[src/rtl/fetch_stage_if.sv]
// fetch_stage_if: instruction-memory request/response channel between fetch and imem.
interface fetch_stage_if #(
    parameter int XLEN = 32
);
    logic            req_valid;
    logic            req_ready;
    logic [XLEN-1:0] addr;
    logic            rsp_valid;
    logic [31:0]     rsp_data;

    modport master (output req_valid, addr, input req_ready, rsp_valid, rsp_data);
    modport slave  (input req_valid, addr, output req_ready, rsp_valid, rsp_data);
endinterface

[src/rtl/fetch_stage.sv]
// fetch_stage: PC, single-outstanding imem fetch and IF/ID register; FETCH_PERF_CNT_EN adds fetch/stall counters.
module fetch_stage #(
    parameter int              XLEN      = 32,
    parameter logic [XLEN-1:0] RESET_PC  = '0,
    parameter logic [31:0]     NOP_INSTR = 32'h0000_0013
) (
    input  logic                clk_i,
    input  logic                rst_n_i,
    fetch_stage_if.master       imem,
    input  logic                stall_i,
    input  logic                flush_i,
    input  logic                redirect_i,
    input  logic [XLEN-1:0]     redirect_pc_i,
    output logic [31:0]         instr_o,
    output logic [6:0]          op_o,
    output logic [XLEN-1:0]     pc_o,
    output logic [XLEN-1:0]     pc_plus4_o,
    output logic                instr_valid_o
`ifdef FETCH_PERF_CNT_EN
    ,
    output logic [31:0]         fetch_cnt_o,
    output logic [31:0]         stall_cnt_o
`endif
);
    typedef enum logic [1:0] {S_RST, S_REQ, S_WAIT, S_HOLD} state_e;

    state_e          state_q;
    logic            req_valid_q, discard_q, valid_q, valid_d;
    logic [XLEN-1:0] fetch_pc_q, pc_q, pc_d, hold_pc_q;
    logic [31:0]     instr_q, instr_d, hold_instr_q;
    logic            rsp, kill, load_rsp, load_hold;
    logic [XLEN-1:0] redir_pc;

    assign rsp       = state_q == S_WAIT && imem.rsp_valid;
    assign kill      = flush_i | redirect_i;
    assign load_rsp  = rsp && !discard_q && !kill && !stall_i;
    assign load_hold = state_q == S_HOLD && !kill && !stall_i;
    assign redir_pc  = redirect_pc_i & ~XLEN'(3);

    always_comb begin
        instr_d = kill ? NOP_INSTR : load_rsp ? imem.rsp_data : load_hold ? hold_instr_q : instr_q;
        pc_d    = kill ? pc_q : load_rsp ? fetch_pc_q : load_hold ? hold_pc_q : pc_q;
        valid_d = kill ? 1'b0 : (load_rsp || load_hold) ? 1'b1 : valid_q;
    end

    always_ff @(posedge clk_i) begin
        if (!rst_n_i) begin
            state_q      <= S_RST;
            req_valid_q  <= 1'b0;
            discard_q    <= 1'b0;
            fetch_pc_q   <= RESET_PC;
            instr_q      <= NOP_INSTR;
            pc_q         <= RESET_PC;
            valid_q      <= 1'b0;
            hold_instr_q <= NOP_INSTR;
            hold_pc_q    <= RESET_PC;
        end else begin
            instr_q <= instr_d;
            pc_q    <= pc_d;
            valid_q <= valid_d;
            case (state_q)
                S_RST: begin
                    state_q     <= S_REQ;
                    req_valid_q <= 1'b1;
                end
                S_REQ: if (imem.req_ready) begin
                    state_q     <= S_WAIT;
                    req_valid_q <= 1'b0;
                    discard_q   <= redirect_i;
                end
                S_WAIT: if (imem.rsp_valid) begin
                    // a redirect coinciding with the response simply drops that stale word
                    if (discard_q || redirect_i) begin
                        state_q     <= S_REQ;
                        req_valid_q <= 1'b1;
                        discard_q   <= 1'b0;
                    end else begin
                        fetch_pc_q <= fetch_pc_q + XLEN'(4);
                        if (stall_i || flush_i) begin
                            state_q      <= S_HOLD;
                            hold_instr_q <= imem.rsp_data;
                            hold_pc_q    <= fetch_pc_q;
                        end else begin
                            state_q     <= S_REQ;
                            req_valid_q <= 1'b1;
                        end
                    end
                end else if (redirect_i) begin
                    discard_q <= 1'b1;
                end
                S_HOLD: if (redirect_i || load_hold) begin
                    state_q     <= S_REQ;
                    req_valid_q <= 1'b1;
                end
            endcase
            if (redirect_i) fetch_pc_q <= redir_pc;
        end
    end

`ifdef FETCH_PERF_CNT_EN
    logic [31:0] fetch_cnt_q, stall_cnt_q;

    always_ff @(posedge clk_i) begin
        if (!rst_n_i) begin
            fetch_cnt_q <= '0;
            stall_cnt_q <= '0;
        end else begin
            fetch_cnt_q <= fetch_cnt_q + 32'(load_rsp || load_hold);
            stall_cnt_q <= stall_cnt_q + 32'(stall_i && valid_q);
        end
    end

    assign fetch_cnt_o = fetch_cnt_q;
    assign stall_cnt_o = stall_cnt_q;
`endif

    assign imem.req_valid = req_valid_q;
    assign imem.addr      = fetch_pc_q;
    assign instr_o        = instr_q;
    assign op_o           = instr_q[6:0];
    assign pc_o           = pc_q;
    assign pc_plus4_o     = pc_q + XLEN'(4);
    assign instr_valid_o  = valid_q;
endmodule

[src/flat_wrapper.sv]
// flat-port wrapper written by rule: the top's interface ports become plain ports
module fetch_stage_flat 
#(
    parameter int              XLEN      = 32,
    parameter logic [XLEN-1:0] RESET_PC  = '0,
    parameter logic [31:0]     NOP_INSTR = 32'h0000_0013
)
  (clk_i, rst_n_i, stall_i, flush_i, redirect_i, redirect_pc_i, instr_o, op_o, pc_o, pc_plus4_o, instr_valid_o, imem_req_valid, imem_addr, imem_req_ready, imem_rsp_valid, imem_rsp_data);
  fetch_stage_if #(.XLEN(XLEN)) imem_i ();
  input  logic clk_i;
  input  logic rst_n_i;
  input  logic stall_i;
  input  logic flush_i;
  input  logic redirect_i;
  input  logic [XLEN-1:0] redirect_pc_i;
  output logic [31:0] instr_o;
  output logic [6:0] op_o;
  output logic [XLEN-1:0] pc_o;
  output logic [XLEN-1:0] pc_plus4_o;
  output logic instr_valid_o;
  output wire logic [$bits(imem_i.req_valid)-1:0] imem_req_valid;
  output wire logic [$bits(imem_i.addr)-1:0] imem_addr;
  input wire logic [$bits(imem_i.req_ready)-1:0] imem_req_ready;
  input wire logic [$bits(imem_i.rsp_valid)-1:0] imem_rsp_valid;
  input wire logic [$bits(imem_i.rsp_data)-1:0] imem_rsp_data;
  assign imem_req_valid = imem_i.req_valid;
  assign imem_addr = imem_i.addr;
  assign imem_i.req_ready = imem_req_ready;
  assign imem_i.rsp_valid = imem_rsp_valid;
  assign imem_i.rsp_data = imem_rsp_data;
  fetch_stage #(.XLEN(XLEN), .RESET_PC(RESET_PC), .NOP_INSTR(NOP_INSTR)) u_core (.clk_i(clk_i), .rst_n_i(rst_n_i), .imem(imem_i), .stall_i(stall_i), .flush_i(flush_i), .redirect_i(redirect_i), .redirect_pc_i(redirect_pc_i), .instr_o(instr_o), .op_o(op_o), .pc_o(pc_o), .pc_plus4_o(pc_plus4_o), .instr_valid_o(instr_valid_o));
endmodule
[config.mk]
export PLATFORM = sky130hd
export DESIGN_NAME = fetch_stage_flat
export DESIGN_NICKNAME = d
export VERILOG_FILES = /design/src/rtl/fetch_stage_if.sv /design/src/rtl/fetch_stage.sv /design/src/flat_wrapper.sv
export SDC_FILE = /design/constraint.sdc
export NUM_CORES = 1
export LEC_CHECK = 0
export BUFFER_PORTS_ARGS = -buffer_cell sky130_fd_sc_hd__buf_2
export CAP_MARGIN = 20
export CELL_PAD_IN_SITES_DETAIL_PLACEMENT = 1
export CELL_PAD_IN_SITES_GLOBAL_PLACEMENT = 1
export CORE_MARGIN = 4
export CORE_UTILIZATION = 35
export CTS_CLUSTER_DIAMETER = 80
export DETAILED_ROUTE_END_ITERATION = 10
export HOLD_SLACK_MARGIN = 0.03
export PLACE_DENSITY = 0.73
export SYNTH_ARGS = -nofsm -noshare
export SYNTH_HDL_FRONTEND = slang
export SYNTH_SLANG_ARGS = --single-unit
export TNS_END_PERCENT = 20
[constraint.sdc]
create_clock -name clk_i -period 3.4 [get_ports clk_i]
set_clock_uncertainty 0.2 [all_clocks]
set_input_delay 0 -clock clk_i [delete_from_list [all_inputs] [get_ports clk_i]]
set_output_delay 0 -clock clk_i [all_outputs]
set_load 0.01 [all_outputs]
Word-level counts from Yosys, hierarchy flattened
Index checks and enable logic that the tools add are counted.
- add/subtract/negate cells: 2
- equal/unequal tests: 10
- muxes and demuxes: 25
- bitwise gates (word level): 4
- reductions and logical operators: 27
- operators with widths (operator ; number):
    $mux W32 ; 8
    $add A32 B3 Y32 const B ; 2
    $reduce_and A4 Y1 ; 3
    $mux W2 ; 5
    $mux W1 ; 9
    $ne A3 B3 Y1 const B ; 3
    $reduce_and A3 Y1 ; 3
    $ne A2 B2 Y1 const B ; 4
    $pmux W2 S4 ; 1
    $reduce_bool A2 Y1 ; 4
    $logic_and A1 B1 Y1 ; 6
    $eq A2 B2 Y1 const B ; 2
    $logic_or A1 B1 Y1 ; 4
    $pmux W1 S4 ; 1
    $reduce_or A2 Y1 ; 2
    $logic_not A1 Y1 ; 3
    $not A1 Y1 ; 3
    $eq A2 B1 Y1 const B ; 1
    $logic_not A2 Y1 ; 1
    $pmux W1 S2 ; 1
    $reduce_and A2 Y1 ; 1
    $or A1 B1 Y1 ; 1
- register bits: 165
- input bits: 71
- output and inout port bits: 137

Longest topological paths before layout
- depth in word-level cells: 7
- depth in mapped cells: 9
- depth with buffers taken out: 6

Worst setup path after synthesis
No wires, ideal clock.
- kind: register -> register
- start point: register u_core.fetch_pc_q[2] (netlist: u_core.imem.addr[2])
- end point: register u_core.fetch_pc_q[14] (netlist: u_core.imem.addr[14])
- library setup time: 74 ps
- arrival: 1989 ps
- required time: 3126 ps
- slack: 1137 ps
- cell stages (with the launch flop): 7
- path buffers: 1
- period minus slack after synthesis: 2263 ps
- cells stage by stage: dfxtp_1 ha_1 nand3_1 or4_4 buf_2 or3_1 a31oi_1
- cells in the longest elaborated chain, start to end: 5
- RTL lines (what ; line ; source):
    start: declaration ; fetch_stage.sv:29 ; logic [XLEN-1:0] fetch_pc_q, pc_q, pc_d, hold_pc_q;
    start signal: assignment ; fetch_stage.sv:78 ; fetch_pc_q <= fetch_pc_q + XLEN'(4);
    start signal: assignment ; fetch_stage.sv:96 ; if (redirect_i) fetch_pc_q <= redir_pc;
    $add A32 B3 Y32 ; fetch_stage.sv:78 ;
    $mux W32 ; fetch_stage.sv:73 ; if (discard_q || redirect_i) begin
    $mux W32 ; fetch_stage.sv:71 ; S_WAIT: if (imem.rsp_valid) begin
    $mux W32 ; fetch_stage.sv:61 ; case (state_q)
    $mux W32 ; fetch_stage.sv:96 ;
No other way between the ends. The select of a mux whose other input is x is not followed.
A chain may end at the register's enable or synchronous reset.

Final worst setup path
- start point: register u_core.state_q[0]
- end point: register u_core.fetch_pc_q[29] (netlist: u_core.imem.addr[29])
- cells in the longest elaborated chain, start to end: 3
- RTL lines (what ; line ; source):
    start: declaration ; fetch_stage.sv:27 ; state_e state_q;
    start signal: assignment ; fetch_stage.sv:48 ; state_q <= S_RST;
    start signal: assignment ; fetch_stage.sv:63 ; state_q <= S_REQ;
    start signal: assignment ; fetch_stage.sv:67 ; state_q <= S_WAIT;
    $eq A2 B2 Y1 ; fetch_stage.sv:61 ;
    $reduce_bool A2 Y1 (no source line) ; - ;
    $reduce_and A3 Y1 (no source line) ; - ;
No other way between the ends.

==> results.toml <==
[grt]
grt_pass1_wl_um = 41300
overflow = 0
grt_max_degree = 76
antenna_found_initial = 0
grt_usage_pct = 21.3
grt_pass1_vias = 7823

[yosys]
synthFlopType = "dfxtp_1"
synth_xor_area_share_pct = 4.10
synth.yosys.seq_area_share_pct = 42.5
synth_cell_types = 57
synthCells = 878
synth-compound-area-share_pct = 21.2
synth_top_family_by_area = "simple AND/OR/NAND/NOR gates"
synthSimpleGateAreaFrac_pct = 22.0
syn_area_per_cell_um2 = 8.52
ys_warn_count = 0
synth_edf_count = 0
postSynth.asyncResetShare_pct = 0
syn_area_mm2 = 0.00748
synth_adder_area_share_pct = 0.836
synth-seq-cells = 159
synthMuxAreaShare_pct = 3.75

[route]
wl_met3_um = 1130
firstDrtPassIters = 9
drc = 0
via_count = 7536
viasPerCell = 5.36
postRouteAntennaNets = 0
m1WireLength_um = 11800
wirelength_um = 25900
top_layer = "met4"
wl_met2_um = 12400
wl_per_cell_um = 18.4
first_iter_violations = 395

[power]
total_power_uw = 4270
powerDensity_mw_per_mm2 = 424
power_leakage_uw = 0.00438
vdd_drop_max_v = 0.000340

[sta]
setup_viol = 0
grt_setup_unrepaired = "false"
min_period_over_period_pct = 94.5
slew_headroom_pct = 37.8
fin_crit_ps = 3210
tightest_slew_ps = 925
fmax_mhz = 311
slew_viol_final = 0
hold_slack_ps = 55.7
finalHoldViolCount = 0
setup_tns_ps = 0

[layout]
nets = 1195
fill_cells = 2541
fin_area_mm2 = 0.0101
antennaDiodeCount = 0
drive_above_1_share_pct = 23.1
area_delta_synth_final_pct = 34.4

[clock_tree]
clock-sinks = 159
post-cts-setup-buffers = 0
clkLatencyLatePin_ps = 430
cts-htree-levels = 4
clkTransAtPathRegs_ps = 70
cts.path.max_buffers = 2
cts_tree = "done"
cts_resized = 0
cts_buffers = 17
clockRootBuffer = "clkbuf_16"
postCtsHoldBufs = 79

[job]
cap_violations = 0

[die]
initial_core_util_pct = 35.6
rows = 53
core_mm2 = 0.0210
ioPinCount = 208
die_y_um = 154
die_w_um = 154
die-area_mm2 = 0.0238

[min_path]
min_path_type = "input port to flop"
whs_path_depth = 4

[place]
port-buffer-count = 199
hpwl_um = 17100
dpl_cell_area_mm2 = 0.00865
place_congestion = 0.760

[critical_path]
startpoint_type = "flop"
crit_type = "flop to flop"
cp.required_ps = 3570
cp_max_fo = 17
arrival_ps = 3390
cp-end-kind = "flop"
ff2ff_path_depth = 7

[status]
status = "finished, final reports clean"
==> critical path, stage by stage (launching register included) <==
cell           delay, ps
dfxtp_1              340
inv_1                 90
ha_1                 240
nand3b_1             140
or4_1                830
or3_1                460
a221oi_1             260
dlygate4sd3_1        600
==> final timing paths <==
path                         from                   end  slack, ps
max             u_core.state_q[0]  u_core.imem.addr[29]        190
min                    redirect_i  u_core.imem.addr[20]         60
max reg2reg     u_core.state_q[0]  u_core.imem.addr[29]        190
min reg2reg  u_core.instr_valid_o  u_core.instr_valid_o        260
==> cell usage in the layout, fill, tap and decap left out, drive strengths merged, types with 3 or more instances in the layout <==
cell type	count
a21boi	60
a21oi	10
a221oi	4
a222oi	29
a31oi	13
and3	11
and4	8
buf	217
bufinv	3
clkbuf	17
clkinv	6
clkinvlp	3
conb	6
dfxtp	159
dlygate4sd3	79
ha	5
inv	17
mux2i	28
nand2	192
nand2b	4
nand3	23
nand4	18
nor2	47
nor3	11
nor3b	5
nor4	6
o211a	30
o211ai	4
o21ai	29
o311a	3
o31ai	6
or3	9
or4	10
xnor2	24
xor2	11
==> flip-flops by register name (all words and copies together), names as in the netlist <==
register / count
u_core.discard_q: 1
u_core.imem.addr: 30
u_core.pc_o: 30
u_core.instr_valid_o: 1
u_core.imem.req_valid: 1
u_core.instr_o: 32
u_core.state_q: 2
u_core.hold_pc_q: 30
u_core.hold_instr_q: 32
==> layer usage <==
layer  global-route usage, %  up-vias
li1                        -     3610
met1                    27.8     3687
met2                    35.2      200
met3                    4.53       39
met4                    6.73        0
met5                       0        -
==> logic make-up after synthesis <==
| logic type | Yosys count |
|---|---|
| buf+inv | 93 |
| fa+ha+maj | 5 |
| other cells | 1 |
| compound gates | 203 |
| xor+xnor | 35 |
| simple gates | 354 |
| mux | 28 |
| flops | 159 |
==> layout make-up <==
cell class	instances	area, µm²	share of cell area [%]
clock buffers	17	425	4.23
clock inverters	15	188	1.87
inverters	14	52.6	0.523
multi-input cells	631	3930	39.1
flip-flops and latches	159	3180	31.6
well taps	275	344	3.42
repair buffers	296	1940	19.3
==> metrics by stage <==
step	utilization [%]	std cells	setup WS [ps]
global route	47.8	1407	82.5
finish	47.8	1407	185
CTS	47.8	1407	270
floorplan	-	883	1140
detailed placement	41.2	1296	804
global placement	41.2	1296	873
==> cells in the mapped netlist (6+ instances only) <==
library cell / n / area [µm²]
nand2_1: 192 / 721
xnor2_1: 24 / 210
a222oi_1: 29 / 290
nand3_1: 23 / 115
a21boi_0: 60 / 450
buf_2: 9 / 45.0
o31ai_1: 6 / 45.0
a31oi_1: 13 / 81.3
or4_1: 9 / 67.6
a21oi_1: 10 / 50.1
and3_1: 11 / 68.8
mux2i_1: 28 / 280
nand4_1: 17 / 106
o21ai_0: 28 / 140
and4_1: 8 / 70.1
dfxtp_1: 159 / 3180
or3_1: 9 / 56.3
o211a_1: 30 / 300
inv_1: 14 / 52.6
clkbuf_1: 54 / 203
buf_4: 13 / 97.6
nor3_1: 11 / 55.1
nor2_1: 47 / 176
xor2_1: 11 / 96.3
==> power by group <==
| part | total (µW) | leakage, µW | internal [µW] | switching, µW |
|---|---|---|---|---|
| logic | 324 | 0.00280 | 165 | 159 |
| registers | 1960 | 0.00129 | 1890 | 65.4 |
| clock network | 1980 | 0.000290 | 1170 | 819 |
| total | 4270 | 0.00438 | 3220 | 1040 |
(Power assumes the default switching activity.)
